==> config.mk <==
export PLATFORM = sky130hd
export DESIGN_NAME = alu_issue_stage_flat
export DESIGN_NICKNAME = d
export VERILOG_FILES = /design/src/rtl/alu_issue_stage_if.sv /design/src/rtl/alu_issue_stage.sv /design/src/flat_wrapper.sv
export SDC_FILE = /design/constraint.sdc
export NUM_CORES = 1
export LEC_CHECK = 0
export ABC_AREA = 1
export CAP_MARGIN = 20
export CORE_MARGIN = 2
export CORE_UTILIZATION = 51
export DETAILED_ROUTE_END_ITERATION = 6
export GPL_TIMING_DRIVEN = 0
export PLACE_DENSITY = 0.8
export SYNTH_ARGS = -nofsm -noshare
export SYNTH_HDL_FRONTEND = slang
export SYNTH_SLANG_ARGS = --single-unit
==> constraint.sdc <==
create_clock -name clk -period 3.9 [get_ports clk]
set_clock_uncertainty 0.05 [all_clocks]
set_input_delay 0.78 -clock clk [delete_from_list [all_inputs] [get_ports clk]]
set_output_delay 0.78 -clock clk [all_outputs]
set_load 0.02 [all_outputs]
==> src/rtl/alu_issue_stage_if.sv <==
// Command and result handshake bundle for alu_issue_stage.
// The stage is the slave of this bundle; the surrounding environment is the master.
interface alu_issue_stage_if;
  logic       cmd_valid;
  logic       cmd_ready;
  logic [3:0] cmd_a;
  logic [3:0] cmd_b;
  logic [3:0] cmd_op;
  logic       res_valid;
  logic       res_ready;
  logic [7:0] res_data;
  logic       res_zero;
  logic       res_dz;
  logic       res_ill;

  modport slave (
    input  cmd_valid, cmd_a, cmd_b, cmd_op, res_ready,
    output cmd_ready, res_valid, res_data, res_zero, res_dz, res_ill
  );

  modport master (
    output cmd_valid, cmd_a, cmd_b, cmd_op, res_ready,
    input  cmd_ready, res_valid, res_data, res_zero, res_dz, res_ill
  );
endinterface

==> src/rtl/alu_issue_stage.sv <==
// Issue stage around a 4-bit combinational ALU: 2-entry command FIFO, registered
// operands, policed result capture and a valid/ready result register.
module alu_issue_stage #(
  parameter int CNT_W = 16
) (
  input  logic             clk,
  input  logic             rst_n,
  alu_issue_stage_if.slave bus,
  output logic [3:0]       alu_a_o,
  output logic [3:0]       alu_b_o,
  output logic [3:0]       alu_op_o,
  input  logic [7:0]       alu_r_i,
  output logic             busy_o,
  output logic [CNT_W-1:0] op_count_o
);

  typedef enum logic [1:0] {IDLE, ISSUE, HOLD} state_t;

  localparam logic [3:0] OP_DIV = 4'b0111;

  state_t           state_q, state_d;
  logic [11:0]      fifo_q [2];
  logic             wr_ptr_q, rd_ptr_q;
  logic [1:0]       count_q, count_d;
  logic             ready_q;
  logic [3:0]       a_q, b_q, op_q;
  logic [7:0]       res_q, res_d;
  logic             zero_q, dz_q, ill_q;
  logic             dz_d, ill_d, legal;
  logic [CNT_W-1:0] cnt_q;
  logic             push, pop, capture, handshake;

  // ready_q keeps cmd_ready low until the first edge after reset release
  assign bus.cmd_ready = ready_q && (count_q != 2'd2);
  assign push          = bus.cmd_valid && bus.cmd_ready;
  assign handshake     = (state_q == HOLD) && bus.res_ready;
  assign count_d       = count_q + {1'b0, push} - {1'b0, pop};

  always_comb begin
    state_d = state_q;
    pop     = 1'b0;
    capture = 1'b0;
    case (state_q)
      IDLE: begin
        if (count_q != 2'd0) begin
          pop     = 1'b1;
          state_d = ISSUE;
        end
      end
      ISSUE: begin
        capture = 1'b1;
        state_d = HOLD;
      end
      HOLD: begin
        if (bus.res_ready) begin
          if (count_q != 2'd0) begin
            pop     = 1'b1;
            state_d = ISSUE;
          end else begin
            state_d = IDLE;
          end
        end
      end
      default: state_d = IDLE;
    endcase
  end

  always_comb begin
    legal = 1'b1;
    case (op_q)
      4'b0010, 4'b0100, 4'b0101, 4'b0110, 4'b1110: legal = 1'b0;
      default: legal = 1'b1;
    endcase
  end

  // Illegal opcodes win over divide-by-zero; both override the ALU result
  always_comb begin
    ill_d = !legal;
    dz_d  = legal && (op_q == OP_DIV) && (b_q == 4'h0);
    res_d = alu_r_i;
    if (ill_d) begin
      res_d = 8'h00;
    end else if (dz_d) begin
      res_d = 8'hFF;
    end
  end

  always_ff @(posedge clk or negedge rst_n) begin
    if (!rst_n) begin
      state_q   <= IDLE;
      fifo_q[0] <= '0;
      fifo_q[1] <= '0;
      wr_ptr_q  <= 1'b0;
      rd_ptr_q  <= 1'b0;
      count_q   <= 2'd0;
      ready_q   <= 1'b0;
      a_q       <= '0;
      b_q       <= '0;
      op_q      <= '0;
      res_q     <= '0;
      zero_q    <= 1'b0;
      dz_q      <= 1'b0;
      ill_q     <= 1'b0;
      cnt_q     <= '0;
    end else begin
      state_q <= state_d;
      count_q <= count_d;
      ready_q <= 1'b1;
      if (push) begin
        fifo_q[wr_ptr_q] <= {bus.cmd_op, bus.cmd_a, bus.cmd_b};
        wr_ptr_q         <= !wr_ptr_q;
      end
      if (pop) begin
        {op_q, a_q, b_q} <= fifo_q[rd_ptr_q];
        rd_ptr_q         <= !rd_ptr_q;
      end
      if (capture) begin
        res_q  <= res_d;
        zero_q <= (res_d == 8'h00);
        dz_q   <= dz_d;
        ill_q  <= ill_d;
      end
      if (handshake) begin
        cnt_q <= cnt_q + 1'b1;
      end
    end
  end

  assign alu_a_o       = a_q;
  assign alu_b_o       = b_q;
  assign alu_op_o      = op_q;
  assign bus.res_valid = (state_q == HOLD);
  assign bus.res_data  = res_q;
  assign bus.res_zero  = zero_q;
  assign bus.res_dz    = dz_q;
  assign bus.res_ill   = ill_q;
  assign busy_o        = (count_q != 2'd0) || (state_q != IDLE);
  assign op_count_o    = cnt_q;

endmodule

==> src/flat_wrapper.sv <==
// flat-port wrapper written by rule: the top's interface ports become plain ports
module alu_issue_stage_flat 
#(
  parameter int CNT_W = 16
)
  (clk, rst_n, alu_a_o, alu_b_o, alu_op_o, alu_r_i, busy_o, op_count_o, bus_cmd_valid, bus_cmd_a, bus_cmd_b, bus_cmd_op, bus_res_ready, bus_cmd_ready, bus_res_valid, bus_res_data, bus_res_zero, bus_res_dz, bus_res_ill);
  alu_issue_stage_if bus_i ();
  input  logic clk;
  input  logic rst_n;
  output logic [3:0] alu_a_o;
  output logic [3:0] alu_b_o;
  output logic [3:0] alu_op_o;
  input  logic [7:0] alu_r_i;
  output logic busy_o;
  output logic [CNT_W-1:0] op_count_o;
  input wire logic [$bits(bus_i.cmd_valid)-1:0] bus_cmd_valid;
  input wire logic [$bits(bus_i.cmd_a)-1:0] bus_cmd_a;
  input wire logic [$bits(bus_i.cmd_b)-1:0] bus_cmd_b;
  input wire logic [$bits(bus_i.cmd_op)-1:0] bus_cmd_op;
  input wire logic [$bits(bus_i.res_ready)-1:0] bus_res_ready;
  output wire logic [$bits(bus_i.cmd_ready)-1:0] bus_cmd_ready;
  output wire logic [$bits(bus_i.res_valid)-1:0] bus_res_valid;
  output wire logic [$bits(bus_i.res_data)-1:0] bus_res_data;
  output wire logic [$bits(bus_i.res_zero)-1:0] bus_res_zero;
  output wire logic [$bits(bus_i.res_dz)-1:0] bus_res_dz;
  output wire logic [$bits(bus_i.res_ill)-1:0] bus_res_ill;
  assign bus_i.cmd_valid = bus_cmd_valid;
  assign bus_i.cmd_a = bus_cmd_a;
  assign bus_i.cmd_b = bus_cmd_b;
  assign bus_i.cmd_op = bus_cmd_op;
  assign bus_i.res_ready = bus_res_ready;
  assign bus_cmd_ready = bus_i.cmd_ready;
  assign bus_res_valid = bus_i.res_valid;
  assign bus_res_data = bus_i.res_data;
  assign bus_res_zero = bus_i.res_zero;
  assign bus_res_dz = bus_i.res_dz;
  assign bus_res_ill = bus_i.res_ill;
  alu_issue_stage #(.CNT_W(CNT_W)) u_core (.clk(clk), .rst_n(rst_n), .bus(bus_i), .alu_a_o(alu_a_o), .alu_b_o(alu_b_o), .alu_op_o(alu_op_o), .alu_r_i(alu_r_i), .busy_o(busy_o), .op_count_o(op_count_o));
endmodule
==> results.py <==
metrics = {
    "sta": {
        "setup_ws_ps": 1350,
        "holdWs_ps": 427,
        "period_share_pct": 65.3,
        "relSlewSlack_pct": 42.7,
        "worstMarginPinSlew_ps": 859,
        "min_period_ps": 2550,
        "grt_setup_unrepaired": "false",
        "setup_viol": 0,
        "finalHoldViolCount": 0,
        "fmax_mhz": 392,
        "report.final.slew_viol_count": 0,
    },
    "worst_setup_path": {
        "cp_slowest_cell": "clkdlybuf4s50_1",
        "end_kind": "output port",
        "arrival_ps": 1720,
        "rr_worst_depth": 6,
        "cp.depth": 3,
        "max_stage_delay_ps": 570,
        "critPathBufInv": 1,
        "worst-setup-path-type": "flip-flop to output port",
        "crit_required_ps": 3070,
        "cp_max_fo": 3,
        "critical-path-top-delay-family": "buffers and inverters",
        "start_kind": "flip-flop",
        "worstPathCellList": "nor2_1, nand3_1, clkdlybuf4s50_1",
    },
    "yosys": {
        "synth_cell_type_count": 29,
        "synth_edf_count": 0,
        "syn_inst": 349,
        "ys_async_sr_fraction_pct": 100,
        "seq_area_frac_synth_pct": 55.4,
        "synth_area_sq_um": 3160,
        "yosysWarnings": 0,
        "synth_nets": 376,
        "synth-seq-cells": 70,
        "avgSynthCellArea_sq_um": 9.06,
        "synthFlopType": "dfrtp_1",
    },
    "grt": {
        "grt_max_degree": 71,
        "grt_pass1_vias": 2390,
        "track_usage_pct": 21.1,
        "grt_pass1_wl_microns": 10800,
        "antenna_found_initial": 0,
        "grt_overflow": 0,
    },
    "routing": {
        "drtIter0Drc": 129,
        "viasPerCell": 4.86,
        "wl_per_cell_microns": 12.7,
        "drc_errors": 0,
        "dr.pass1.iters": 4,
        "wl_microns": 6430,
        "final_antenna_net_count": 0,
        "vias": 2456,
    },
    "die": {
        "dieHeight_microns": 82.7,
        "initial_core_util_pct": 53.1,
        "dieArea_sq_um": 6850,
        "ios": 66,
        "die_x_microns": 82.7,
        "core_sq_um": 5960,
        "rows": 28,
    },
    "placed_design": {
        "place_inst": 489,
        "portBuffers": 65,
        "place_area_sq_um": 3900,
        "finalWeightedCongestion": 0.756,
        "hpwl_microns": 4570,
        "pre_cts_ws_ps": 1500,
    },
    "cts": {
        "h-tree-depth": 3,
        "cts_buffers": 9,
        "insertion_delay_ps": 350,
        "clock_sinks": 70,
        "clk_root_buffer_cell": "clkbuf_8",
        "hold_buffers": 0,
        "cts_tree": "yes",
        "post_cts_buffers": 0,
        "cts.clk_slew.worst_paths_ps": 70,
        "clk_path_buf_depth": 2,
        "post_cts_resized": 0,
    },
    "worst_hold_path": {
        "hp-class": "flip-flop to flip-flop",
        "holdPathStages": 1,
    },
    "cells_and_area": {
        "nFillCells": 460,
        "area_growth_syn_to_layout_pct": 30.4,
        "final_cell_area_sq_um": 4120,
        "seq_area_sq_um": 1750,
        "drive_above_1_share_pct": 11.6,
        "finalNetCount": 452,
        "n_antenna_cell": 0,
        "multi_input_area_sq_um": 1160,
        "stdcell_count": 505,
    },
    "power_and_ir_drop": {
        "power_density_nw_per_um2": 773,
        "vdd_ir_drop_max_mv": 0.499,
        "p_leak_uw": 0.00203,
        "power.total_uw": 3190,
    },
    "flow_run": {
        "drv_cap": 0,
    },
    "run_status": {
        "status": "complete, no violations",
    },
}
path summary, 6_finish.rpt:
| path | slack (ps) | endpoint | from |
|---|---|---|---|
| min in group asynchronous | 490 | u_core.fifo_q[12] | rst_n |
| hold reg to reg | 430 | u_core.op_count_o[15] | u_core.op_count_o[15] |
| setup / recovery | 1350 | busy_o | u_core.count_q[1] |
| setup reg to reg | 2290 | u_core.count_q[1] | u_core.count_q[1] |
| hold / removal | 430 | u_core.op_count_o[15] | u_core.op_count_o[15] |
| max in group asynchronous | 2750 | u_core.bus.res_dz | rst_n |
logic make-up after synthesis:
kind of cell | synth area share (%)
fa+ha+maj | 1.19
other cells | 0.119
simple gates | 20.8
xor+xnor | 4.71
compound gates | 10.0
flops | 55.4
buf+inv | 7.80
layout by cell type, fill, tap and decap left out, types with 3 or more instances in the layout:
master           netlist  layout
buf_6                  3       3
buf_2                  3       3
clkbuf_8               1      10
inv_1                 44      44
o21ai_2               10      10
xor2_1                 9       9
nor2_2                 3       3
nor2_4                 3       3
nor2_1                37      37
clkdlybuf4s50_1        0      64
nand2_2                5       5
clkbuf_1               3       3
xnor2_1                8       8
o21ai_0               19      19
o31ai_1               12      12
nand3_1                5       5
dfrtp_1               70      70
o21ai_1                3       3
nor3_1                 5       5
ha_1                   3       3
nand2_1               92      92
cells in the mapped netlist (all sizes together) (2+ instances only):
library cell	number	area [sq um]
buf	6	48.8
dfrtp	70	1750
o21ai	32	198
xnor2	8	70.1
ha	3	37.5
clkbuf	4	25.0
nor3	6	41.3
o31ai	12	90.1
xor2	9	78.8
a21oi	2	10.0
nor2	43	191
nand3	6	35.0
inv	46	173
nand2	97	377
worst reg2reg max path, stage by stage (launching register included):
cell and delay (ps):
dfrtp_1 420, nor2_1 280, nor3_4 110, ha_1 290
inv_1 40, ha_1 180, xnor2_1 120
flip-flops by register name, indices dropped and copies added, names as in the netlist, 2 cells and up:
signal / count
u_core.fifo_q: 24
u_core.op_count_o: 16
u_core.bus.res_data: 8
u_core.alu_a_o: 4
u_core.alu_b_o: 4
u_core.alu_op_o: 4
u_core.count_q: 2
u_core.state_q: 2
layer usage:
layer	global-route usage (%)	up-vias	routed length [microns]
met5	0	-	0
met2	35.2	62	3150
met1	26.7	1144	2930
met3	4.02	10	253
met4	9.34	0	99
li1	-	1240	-
metrics by stage:
stage / util, % / TNS, ps
6_report: 69.2 / 0
5_1_grt: 69.2 / 0
4_1_cts: 69.2 / 0
3_5_place_dp: 65.5 / 0
3_3_place_gp: 65.6 / -19050
2_1_floorplan: - / 0
layout make-up:
cell class                 instances  share of cell area (%)
buffer                            10                    1.79
clock buffer                       9                    3.00
tap                               75                    2.28
sequential                        70                    42.5
inverter                          46                    4.19
timing repair buffer              65                    15.7
multi-input combinational        223                    28.2
clock inverter                     7                    2.34
where the power goes:
group	switching (uW)	internal, uW
Clock	284	362
Combinational	759	575
Sequential	200	1010
Total	1240	1950
Power figures use the tool's default switching activity.
